**config.mk**
```make
export PLATFORM = sky130hd
export DESIGN_NAME = bus_target_flat
export DESIGN_NICKNAME = d
export VERILOG_FILES = /design/src/rtl/bus_target_if.sv /design/src/rtl/bus_target.sv /design/src/flat_wrapper.sv
export SDC_FILE = /design/constraint.sdc
export NUM_CORES = 1
export LEC_CHECK = 0
export CAP_MARGIN = 30
export CORE_MARGIN = 10
export CORE_UTILIZATION = 51
export CTS_CLUSTER_DIAMETER = 100
export DETAILED_ROUTE_END_ITERATION = 10
export HOLD_SLACK_MARGIN = 0.1
export PLACE_DENSITY_LB_ADDON = 0.12
export REMOVE_ABC_BUFFERS = 1
export SYNTH_ARGS = -nofsm -noshare
export SYNTH_HDL_FRONTEND = slang
export SYNTH_SLANG_ARGS = --single-unit
```
**constraint.sdc**
```tcl
create_clock -name clk -period 2.2 [get_ports clk]
set_input_delay 0.44 -clock clk [delete_from_list [all_inputs] [get_ports clk]]
set_output_delay 0.44 -clock clk [all_outputs]
set_load 0.005 [all_outputs]
```
**src/rtl/bus_target_if.sv**
```systemverilog
// Bus and consumer-side signals of the dValid/dAck byte-transfer target.
// slave: the target end; master: the bus master plus FIFO consumer.
interface bus_target_if #(
   parameter int unsigned DEPTH = 4
);
   logic                     dValid;
   logic [7:0]               data;
   logic                     dAck;
   logic                     rd_en;
   logic [7:0]               rd_data;
   logic                     empty;
   logic                     full;
   logic [$clog2(DEPTH):0]   count;
   logic                     overflow;
   logic                     proto_err;

   modport slave (
      input  dValid, data, rd_en,
      output dAck, rd_data, empty, full, count, overflow, proto_err
   );

   modport master (
      output dValid, data, rd_en,
      input  dAck, rd_data, empty, full, count, overflow, proto_err
   );
endinterface

```
**src/rtl/bus_target.sv**
```systemverilog
// Target end of the dValid/dAck bus: detects transfer starts, acknowledges
// after ACK_DLY cycles (3 when the FIFO is full at the start), stores the
// byte in a first-word-fall-through FIFO and flags master protocol errors.
module bus_target #(
   parameter int unsigned ACK_DLY = 2,
   parameter int unsigned DEPTH   = 4
) (
   input  logic         clk,
   input  logic         reset,
   bus_target_if.slave  bus
);
   localparam int unsigned AW = $clog2(DEPTH);
   localparam int unsigned CW = AW + 1;

   if (ACK_DLY < 1 || ACK_DLY > 3) begin : g_bad_ack_dly
      $error("bus_target: ACK_DLY must be in 1..3");
   end
   if (DEPTH < 2 || (DEPTH & (DEPTH - 1)) != 0) begin : g_bad_depth
      $error("bus_target: DEPTH must be a power of two, at least 2");
   end

   typedef enum logic [1:0] {S_IDLE, S_WAIT, S_ACK, S_DONE} state_t;

   state_t          r_state;
   state_t          w_next;
   logic            r_prev_dv;
   logic [1:0]      r_k;
   logic [1:0]      w_kload;
   logic            w_start;
   logic [7:0]      r_t0_data;
   logic [7:0]      r_latch;
   logic            r_data_err;
   logic            r_first_done;
   logic            r_dAck;
   logic            r_proto;
   logic            w_err;
   logic            w_mismatch;
   logic            w_push;
   logic            w_pop;
   logic            w_ovf_set;

   logic [7:0]      r_mem [DEPTH];
   logic [AW-1:0]   r_wr;
   logic [AW-1:0]   r_rd;
   logic [CW-1:0]   r_count;
   logic            r_overflow;
   logic            w_full;
   logic            w_empty;

   assign w_full   = (r_count == CW'(DEPTH));
   assign w_empty  = (r_count == '0);
   assign w_start  = bus.dValid & ~r_prev_dv;
   assign w_kload  = w_full ? 2'd3 : ACK_DLY[1:0];

   // State register plus the control registers that follow the FSM.
   // The acknowledge is registered on entry to ACK, so dAck is a clean
   // flop output that is high exactly while the FSM sits in ACK.
   always_ff @(posedge clk) begin
      if (reset) begin
         r_state      <= S_IDLE;
         r_prev_dv    <= 1'b1;
         r_k          <= '0;
         r_t0_data    <= '0;
         r_latch      <= '0;
         r_data_err   <= 1'b0;
         r_first_done <= 1'b0;
         r_dAck       <= 1'b0;
         r_proto      <= 1'b0;
      end else begin
         r_state      <= w_next;
         r_prev_dv    <= bus.dValid;
         r_first_done <= (r_state == S_ACK);
         r_dAck       <= (w_next == S_ACK);
         r_proto      <= w_err;
         if (r_state == S_IDLE && w_start) begin
            r_k        <= w_kload - 2'd1;
            r_t0_data  <= bus.data;
            r_data_err <= 1'b0;
         end else if (r_state == S_WAIT) begin
            r_k <= r_k - 2'd1;
            if (w_mismatch) r_data_err <= 1'b1;
         end
         if (w_next == S_ACK) r_latch <= bus.data;
      end
   end

   // Next-state logic; a one-cycle delay goes straight from IDLE to ACK.
   always_comb begin
      w_next = r_state;
      unique case (r_state)
         S_IDLE: if (w_start) w_next = (w_kload == 2'd1) ? S_ACK : S_WAIT;
         S_WAIT: begin
            if (!bus.dValid)      w_next = S_IDLE;
            else if (r_k == 2'd1) w_next = S_ACK;
         end
         S_ACK:  w_next = S_DONE;
         S_DONE: if (!bus.dValid) w_next = S_IDLE;
         default: w_next = S_IDLE;
      endcase
   end

   // FSM outputs: FIFO push/pop requests and protocol-error detection.
   always_comb begin
      w_mismatch = (r_state == S_WAIT) && (bus.data != r_t0_data) && !r_data_err;
      w_err      = ((r_state == S_WAIT) && !bus.dValid) || w_mismatch ||
                   ((r_state == S_DONE) && r_first_done && bus.dValid);
      w_pop      = bus.rd_en && !w_empty;
      w_push     = (r_state == S_ACK) && (!w_full || bus.rd_en);
      w_ovf_set  = (r_state == S_ACK) && w_full && !bus.rd_en;
   end

   // FIFO storage, pointers, occupancy and sticky overflow.
   always_ff @(posedge clk) begin
      if (reset) begin
         for (int unsigned i = 0; i < DEPTH; i++) r_mem[i] <= '0;
         r_wr       <= '0;
         r_rd       <= '0;
         r_count    <= '0;
         r_overflow <= 1'b0;
      end else begin
         if (w_push) begin
            r_mem[r_wr] <= r_latch;
            r_wr        <= r_wr + AW'(1);
         end
         if (w_pop) r_rd <= r_rd + AW'(1);
         if (w_push && !w_pop)      r_count <= r_count + CW'(1);
         else if (!w_push && w_pop) r_count <= r_count - CW'(1);
         if (w_ovf_set) r_overflow <= 1'b1;
      end
   end

   assign bus.dAck      = r_dAck;
   assign bus.proto_err = r_proto;
   assign bus.rd_data   = r_mem[r_rd];
   assign bus.empty     = w_empty;
   assign bus.full      = w_full;
   assign bus.count     = r_count;
   assign bus.overflow  = r_overflow;
endmodule

```
**src/flat_wrapper.sv**
```systemverilog
// flat-port wrapper written by rule: the top's interface ports become plain ports
module bus_target_flat 
#(
   parameter int unsigned ACK_DLY = 2,
   parameter int unsigned DEPTH   = 4
)
  (clk, reset, bus_dValid, bus_data, bus_rd_en, bus_dAck, bus_rd_data, bus_empty, bus_full, bus_count, bus_overflow, bus_proto_err);
  bus_target_if #(.DEPTH(DEPTH)) bus_i ();
  input  logic clk;
  input  logic reset;
  input wire logic [$bits(bus_i.dValid)-1:0] bus_dValid;
  input wire logic [$bits(bus_i.data)-1:0] bus_data;
  input wire logic [$bits(bus_i.rd_en)-1:0] bus_rd_en;
  output wire logic [$bits(bus_i.dAck)-1:0] bus_dAck;
  output wire logic [$bits(bus_i.rd_data)-1:0] bus_rd_data;
  output wire logic [$bits(bus_i.empty)-1:0] bus_empty;
  output wire logic [$bits(bus_i.full)-1:0] bus_full;
  output wire logic [$bits(bus_i.count)-1:0] bus_count;
  output wire logic [$bits(bus_i.overflow)-1:0] bus_overflow;
  output wire logic [$bits(bus_i.proto_err)-1:0] bus_proto_err;
  assign bus_i.dValid = bus_dValid;
  assign bus_i.data = bus_data;
  assign bus_i.rd_en = bus_rd_en;
  assign bus_dAck = bus_i.dAck;
  assign bus_rd_data = bus_i.rd_data;
  assign bus_empty = bus_i.empty;
  assign bus_full = bus_i.full;
  assign bus_count = bus_i.count;
  assign bus_overflow = bus_i.overflow;
  assign bus_proto_err = bus_i.proto_err;
  bus_target #(.ACK_DLY(ACK_DLY), .DEPTH(DEPTH)) u_core (.clk(clk), .reset(reset), .bus(bus_i));
endmodule
```
==> results of run 1 <==
final timing paths:
check                                           to  cells after the start
hold / removal    u_core.r_t0_data[4]$_SDFFE_PP0P_                      2
setup reg to reg  u_core.bus.count[2]$_SDFFE_PP0P_                      8
hold reg to reg   u_core.r_t0_data[4]$_SDFFE_PP0P_                      2
setup / recovery                    bus_rd_data[7]                      4
synthesized netlist by cell type, drive strengths merged, types with 5 or more instances:
library cell | n | area share
a21oi | 12 | 0.021
o21ai | 5 | 0.0086
mux4 | 8 | 0.062
edfxtp | 32 | 0.33
o22a | 7 | 0.021
clkbuf | 5 | 0.0064
nand2 | 18 | 0.023
nor2b | 11 | 0.024
dfxtp | 35 | 0.24
nor2 | 12 | 0.015
xor2 | 5 | 0.015
xnor2 | 9 | 0.027
and2 | 32 | 0.072
area by class of cell:
type,count,area share
Clock buffer,10,0.0349
Clock inverter,6,0.0154
Timing Repair Buffer,57,0.134
Tap cell,72,0.0246
Sequential cell,67,0.455
Multi-Input combinational cell,156,0.332
Inverter,4,0.00410
flip-flops by register name, indices dropped and copies added, names as in the netlist, named ones only:
signal                count
u_core.bus.count          3
u_core.bus.dAck           1
u_core.bus.overflow       1
u_core.bus.proto_err      1
u_core.r_data_err         1
u_core.r_first_done       1
u_core.r_k                2
u_core.r_latch            8
u_core.r_mem             32
u_core.r_prev_dv          1
u_core.r_rd               2
u_core.r_state            2
u_core.r_t0_data          8
u_core.r_wr               2
timing repair:
action                     in CTS  in global routing
buffers inserted                2                  5
setup endpoints to repair       9                  4
hold endpoints to repair        0                  0
pin swaps                       0                  1
hold buffers                    0                  0
gates resized for setup        10                  5
metal layers:
layer  wire [um]  GRT usage
met2        2860      0.211
met5           0          0
met3         264     0.0503
met1        2630      0.167
met4          89     0.0590
tightest hold or removal path, delay by kind of cell (launching register included):
family	cells	cell delay [ns]
AO/OA/AOI/OAI	1	0.05
AND/OR/NAND/NOR	1	0.05
flip-flops	1	0.32
per-stage QoR:
stage | cells | worst slack (ns) | hold WS [ns] | cell area [um2] | utilization
after floorplan | 227 | -0.112 | 0.424 | 2870 | -
after global placement | 349 | -0.356 | 0.455 | 3410 | 0.615
after detailed placement | 349 | -0.458 | 0.463 | 3410 | 0.615
after CTS | 367 | 0.00116 | 0.472 | 3600 | 0.651
after global routing | 372 | 0.0120 | 0.488 | 3660 | 0.660
final | 372 | 0.0893 | 0.470 | 3660 | 0.660
logic make-up after synthesis:
group,Yosys count
simple gates,101
flops,67
compound gates,27
xor+xnor,14
buf+inv,13
mux,11
fa+ha+maj,3
power groups by stage:
stage,registers (mW),clock network [mW],logic [mW]
final,1.46,0.973,0.888
after global routing,1.47,1.04,0.974
after CTS,1.46,0.992,0.843
after detailed placement,1.48,0,0.841
after global placement,1.48,0,0.827
after floorplan,1.52,0,0.352
==> results_dict.tcl, run 1 <==
set metrics [dict create \
    syn2layout_area_growth_pct 25.5 \
    power.share.switching 0.261 \
    cap_viol_max_count 0 \
    grt_overflow 0 \
    clock_sinks 67 \
    drtAntennaViolNets 0 \
    vias_per_cell 5.13 \
    setup_viol 0 \
    cts_root_buffer "clkbuf_8" \
    wire_per_inst_um 15.7 \
    fp.dieW_um 95.6 \
    synth_xor_area_frac 0.0421 \
    p_leak_nw 1.42 \
    cp_slowest_cell "mux4_2" \
    power_density_nw_per_um2 908 \
    finClkSkew_ns 0.00739 \
    cp.required_ns 1.76 \
    slowest_delay_ns 0.48 \
    antenna_found_initial 0 \
    drc 0 \
    place_hpwl_um 4090 \
    r2r_start "u_core.bus.count[2]$_SDFFE_PP0P_" \
    initial_core_util 0.526 \
    critPathKind "reg -> out" \
    async_flop_share 0 \
    grt_max_degree 23 \
    path_max_fanout 7 \
    core-area_um2 5540 \
    synthAdderAreaFrac 0.0155 \
    max_slew_margin 0.716 \
    p_seq_frac 0.440 \
    tritoncts.num_buffers 9 \
    drive_gt1_frac 0.250 \
    tightest_slew_ns 0.425 \
    clkTransAtPathRegs_ns 0.07 \
    grt_pass1_wl_um 9400 \
    grt_usage 0.136 \
    worstPathCellList "buf_6 -> buf_4 -> mux4_2 -> dlygate4sd2_1" \
    syn_avg_cell_area_um2 12.3 \
    ys_seq_area_frac 0.570 \
    finalNetCount 310 \
    io_buffers 27 \
    die_h_um 95.6 \
    power_frac_clock 0.293 \
    worstPathArrival_ns 1.67 \
    cp-end-kind "primary output" \
    status "finished, final reports clean" \
    crit_family "buffers and inverters" \
    dr.pass1.iters 4 \
    tns_ns 0 \
    min_period_ns 2.11 \
    synth-edff-count 32 \
    pwr-share-comb 0.267 \
    synthSimpleGateAreaFrac 0.223 \
    ys_warn_count 0 \
    synthDistinctLibCells 37 \
    register_area_um2 1660 \
    yosys-mux-area-fraction 0.0721 \
    rsz0062_at_grt "false" \
    die_area_um2 9140 \
    vias 1909 \
    cts_buffer_depth 2 \
    row_count 27 \
    final_common_cell "dfxtp_1" \
    vdd.ir_drop.worst_uv 757 \
    min_period_over_period 0.959 \
    finalHoldViolCount 0 \
    grt_pass1_vias 1868 \
    p_int_mw 2.45 \
    synth_compound_area_frac 0.0584 \
    r2r_slack_ns 0.17 \
    layout_common_cells "34 x dfxtp_1, 32 x edfxtp_1, 29 x buf_4, 24 x and2_1" \
    synthesis.instances 236 \
    net-switching-power_uw 869 \
    ys_seq_elements 67 \
    postSynth.topFlopCell "dfxtp_1" \
    ioPinCount 28 \
    hp-start "u_core.r_t0_data[4]$_SDFFE_PP0P_" \
    critPathLaunchType "flip-flop" \
    clk_latency_ns 0.34 \
    htreeDepth 3 \
    synth_top_family_by_area "simple AND/OR/NAND/NOR gates" \
    wirelength_um 5850 \
    multi_input_area_um2 1210 \
    num-fill-cells 474 \
    hold_path_class "reg -> reg" \
    cts_tree "built" \
    antennaDiodeCount 0 \
    p_total_mw 3.32 \
    max_clock_freq_ghz 0.474 \
    worstPathBufferInverterCount 3 \
    gp_congestion 0.740 \
    synth_area_um2 2910 \
    drv_slew 0 \
    drt_iter0_drc 64 \
]
Note: power is estimated with default switching activity, not from simulation.
==> inputs of run 2 (changes only) <==
Settings changed: CORE_MARGIN 10 to 5.
==> run 2 against run 1 <==
- clock skew down 0.0021 ns
- register-to-register slack about the same
- via count fell by 2.0%
- highest routed layer unchanged
- clock-buffer cell count grew 1
- sequential share of layout area rose by 0.11 points
- setup slack got worse by 0.0025 ns
- clock power is 11% higher
==> results_dict.tcl, run 2 (synthesized netlist as in run 1, its figures left out) <==
set metrics [dict create \
    hold_path_class "reg -> reg" \
    drtAntennaViolNets 0 \
    clk_latency_ns 0.34 \
    io_buffers 27 \
    drive_gt1_frac 0.242 \
    fp.dieW_um 85.6 \
    power_density_nw_per_um2 935 \
    min_period_over_period 0.961 \
    grt_pass1_wl_um 9030 \
    antenna_found_initial 0 \
    antennaDiodeCount 0 \
    wirelength_um 5390 \
    rsz0062_at_grt "false" \
    finClkSkew_ns 0.00531 \
    critPathKind "reg -> out" \
    clock_sinks 67 \
    num-fill-cells 444 \
    drt_iter0_drc 97 \
    regMostFlops "u_core.r_mem" \
    cts_tree "built" \
    ioPinCount 28 \
    setup_viol 0 \
    status "finished, final reports clean" \
    tightest_slew_ns 0.422 \
    grt_usage 0.161 \
    gp_congestion 0.745 \
    hp-start "u_core.r_t0_data[0]$_SDFFE_PP0P_" \
    drc 0 \
    dr.pass1.iters 4 \
    drv_slew 0 \
    initial_core_util 0.526 \
    vdd.ir_drop.worst_uv 852 \
    core-area_um2 5540 \
    grt_max_degree 38 \
    vias_per_cell 5.07 \
    layout_common_cells "33 x dfxtp_1, 32 x edfxtp_1, 26 x buf_4, 24 x and2_1" \
    pre_cts_slack_ns -0.419 \
    finalHoldViolCount 0 \
    row_count 27 \
    cts_root_buffer "clkbuf_8" \
    die_area_um2 7330 \
    final_common_cell "dfxtp_1" \
    cp-end-kind "primary output" \
    fin_area_um2 3650 \
    path_max_fanout 8 \
    grt_pass1_vias 1830 \
    min_period_ns 2.11 \
    tritoncts.num_buffers 9 \
    r2r_start "u_core.bus.count[0]$_SDFFE_PP0P_" \
    finalNetCount 307 \
    cp.required_ns 1.76 \
    worstPathArrival_ns 1.67 \
    max_slew_margin 0.717 \
    grt_overflow 0 \
    vias 1871 \
    max_clock_freq_ghz 0.473 \
    syn2layout_area_growth_pct 25.3 \
    place_hpwl_um 3650 \
    largestRegisters "u_core.r_mem: 32 flops, u_core.r_latch: 8 flops, u_core.r_t0_data: 8 flops" \
    largest_reg_flops 32 \
    critPathLaunchType "flip-flop" \
    cap_viol_max_count 0 \
    multi_input_area_um2 1200 \
    register_area_um2 1660 \
    wire_per_inst_um 14.6 \
    htreeDepth 3 \
    die_h_um 85.6 \
    r2r_slack_ns 0.18 \
    cts_buffer_depth 2 \
    place_area_um2 3380 \
    setup_slack_ns 0.0867 \
    clkTransAtPathRegs_ns 0.07 \
    p_leak_nw 1.41 \
]
[run 2: metrics by stage]
stage | hold slack (ns) | setup TNS (ns) | util | power, mW | instances
floorplan | 0.424 | -0.112 | - | 1.87 | 227
global placement | 0.455 | -0.647 | 0.611 | 2.30 | 346
detailed placement | 0.460 | -0.955 | 0.611 | 2.30 | 346
CTS | 0.469 | 0 | 0.654 | 3.41 | 366
global route | 0.488 | 0 | 0.659 | 3.62 | 369
finish | 0.468 | 0 | 0.659 | 3.42 | 369
[run 2: final timing paths]
path / end / depth (start not counted)
setup / recovery: bus_rd_data[4] / 4
hold / removal: u_core.r_t0_data[0]$_SDFFE_PP0P_ / 2
setup reg to reg: u_core.bus.count[2]$_SDFFE_PP0P_ / 8
hold reg to reg: u_core.r_t0_data[0]$_SDFFE_PP0P_ / 2
[run 2: layout make-up]
type	instances	share of cell area
clock inverter	5	0.0212
clock buffer	11	0.0360
sequential	67	0.456
tap	72	0.0247
timing repair buffer	54	0.128
inverter	4	0.00411
multi-input combinational	156	0.330
[run 2: worst max-delay path, cell delays in order (launching register included)]
cell and delay (ns):
dfxtp_2 0.33, buf_6 0.12, buf_4 0.12, mux4_2 0.49, dlygate4sd2_1 0.28
[run 2: layer usage]
metal	track usage	vias to the layer above	wire [um]
li1	-	940	-
met1	0.207	889	2510
met2	0.261	33	2580
met3	0.0432	9	200
met4	0.0604	0	90
met5	0	-	0
[run 2: what timing repair did]
item	CTS	global route
setup buffers	4	3
setup endpoints to repair	9	5
pin swaps	0	0
resized for setup	10	4
gates cloned	0	0
endpoints found under the hold margin	0	0
hold buffers	0	0
[run 2: where the power goes]
| part | switching [mW] | internal, mW |
|---|---|---|
| Clock | 0.446 | 0.635 |
| Combinational | 0.327 | 0.549 |
| Sequential | 0.0665 | 1.39 |
| Total | 0.840 | 2.58 |
==> inputs of run 3 (changes only) <==
Settings changed: SKIP_CTS_REPAIR_TIMING from default to 1.
==> run 3 against run 2 <==
- the flow now finishes with violations (setup timing)
- setup slack lost 0.087 ns
- flip-flop and latch count is the same
- utilization grew 0.20 points
- highest routed layer unchanged
- clock power is essentially flat
- via count shrank 1.2%
- clock skew shrank 0.0010 ns
- largest power group unchanged
- hold slack is essentially flat
- register-to-register slack is essentially flat
- critical path depth grew 5
==> results_dict.tcl, run 3 (synthesized netlist as in run 1, its figures left out) <==
set metrics [dict create \
    io_buffers 27 \
    worstPathArrival_ns 2.47 \
    clk_latency_ns 0.33 \
    vdd.ir_drop.worst_uv 800 \
    clkTransAtPathRegs_ns 0.07 \
    finClkSkew_ns 0.00428 \
    place_hpwl_um 3650 \
    cts_buffer_depth 2 \
    fp.dieW_um 85.6 \
    finalHoldViolCount 0 \
    p_total_mw 3.41 \
    grt_overflow 0 \
    clock_sinks 67 \
    max_slew_margin 0.717 \
    p_leak_nw 1.47 \
    wire_per_inst_um 14.7 \
    dp_cells 346 \
    violations "setup timing" \
    cts_tree "built" \
    multi_input_area_um2 1200 \
    wirelength_um 5410 \
    regMostFlops "u_core.r_mem" \
    setup_viol 1 \
    finalNetCount 305 \
    gp_congestion 0.745 \
    final_core_util 0.661 \
    cap_viol_max_count 0 \
    final_common_cell "dfxtp_1" \
    tritoncts.num_buffers 9 \
    grt_max_degree 38 \
    drive_gt1_frac 0.234 \
    drv_slew 0 \
    cp-end-kind "flip-flop" \
    status "complete, but fails checks" \
    drtAntennaViolNets 0 \
    drt_iter0_drc 99 \
    ioPinCount 28 \
    fin_cells 367 \
    die_h_um 85.6 \
    hold_path_class "reg -> reg" \
    min_period_ns 2.20 \
    grt_pass1_wl_um 8870 \
    die_area_um2 7330 \
    rsz0062_at_grt "true" \
    largestRegisters "u_core.r_mem: 32 flops, u_core.r_latch: 8 flops, u_core.r_t0_data: 8 flops" \
    critPathKind "in -> reg" \
    register_area_um2 1660 \
    setup_slack_ns -0.000424 \
    num-fill-cells 438 \
    htreeDepth 3 \
    row_count 27 \
    grt_pass1_vias 1805 \
    min_period_over_period 1.00 \
    syn2layout_area_growth_pct 25.7 \
    antennaDiodeCount 0 \
    dr.pass1.iters 4 \
    cp.required_ns 2.47 \
    tightest_slew_ns 0.422 \
    initial_core_util 0.526 \
    critPathLaunchType "primary input" \
    vias_per_cell 5.04 \
    tns_ns -0.000424 \
    cts_root_buffer "clkbuf_8" \
    layout_common_cells "34 x dfxtp_1, 32 x edfxtp_1, 24 x and2_1, 24 x buf_4, 19 x clkdlybuf4s50_1" \
    path_max_fanout 2 \
    power_density_nw_per_um2 930 \
    largest_reg_flops 32 \
    max_clock_freq_ghz 0.454 \
    drc 0 \
    vias 1848 \
    antenna_found_initial 0 \
    grt_usage 0.159 \
    core-area_um2 5540 \
]
## run 3: cell types whose count changed in the layout (fill, tap and decap cells not counted)
cell / previous run / this run
buf_4: 26 / 24
clkdlybuf4s50_1: 18 / 19
dfxtp_1: 33 / 34
dfxtp_2: 2 / 1
dlygate4sd2_1: 8 / 0
dlymetal6s2s_1: 1 / 8
## run 3: worst paths after layout
path                                      end  slack (ns)  cells past startpoint                             start
min          u_core.r_t0_data[0]$_SDFFE_PP0P_        0.47                      2  u_core.r_t0_data[0]$_SDFFE_PP0P_
min reg2reg  u_core.r_t0_data[0]$_SDFFE_PP0P_        0.47                      2  u_core.r_t0_data[0]$_SDFFE_PP0P_
max          u_core.bus.count[2]$_SDFFE_PP0P_     -0.0004                      9                         bus_rd_en
max reg2reg  u_core.bus.count[2]$_SDFFE_PP0P_        0.17                      8  u_core.bus.count[0]$_SDFFE_PP0P_
## run 3: layer usage
layer / GRT usage / routed length [um] / vias up
met5: 0 / 0 / -
met4: 0.0604 / 83 / 0
met2: 0.256 / 2620 / 23
li1: - / - / 937
met1: 0.204 / 2530 / 880
met3: 0.0432 / 169 / 8
## run 3: stage by stage
stage	hold slack, ns	area [um2]	worst slack, ns
3_5_place_dp	0.460	3380	-0.419
6_report	0.468	3660	-0.000424
2_1_floorplan	0.424	2870	-0.112
4_1_cts	0.469	3590	-0.108
3_3_place_gp	0.455	3380	-0.355
5_1_grt	0.488	3660	-0.0836
## run 3: final cells by class
type / instances / area share
well taps: 72 / 0.0246
inverters: 4 / 0.00410
repair buffers: 52 / 0.131
clock inverters: 5 / 0.0212
clock buffers: 11 / 0.0359
flip-flops and latches: 67 / 0.454
multi-input cells: 156 / 0.329
## run 3: report_power, final
part           internal [mW]  switching (mW)
Clock                  0.635           0.443
Combinational          0.547           0.327
Sequential              1.39          0.0666
Total                   2.57           0.836
## run 3: worst max-delay path, cell delays in order
cell and delay (ns):
clkdlybuf4s50_1 0.52, nor4b_4 0.07, nor3b_2 0.19, ha_2 0.21, inv_1 0.05, fa_1 0.38
xor2_1 0.16, or3_1 0.31, a21oi_1 0.14
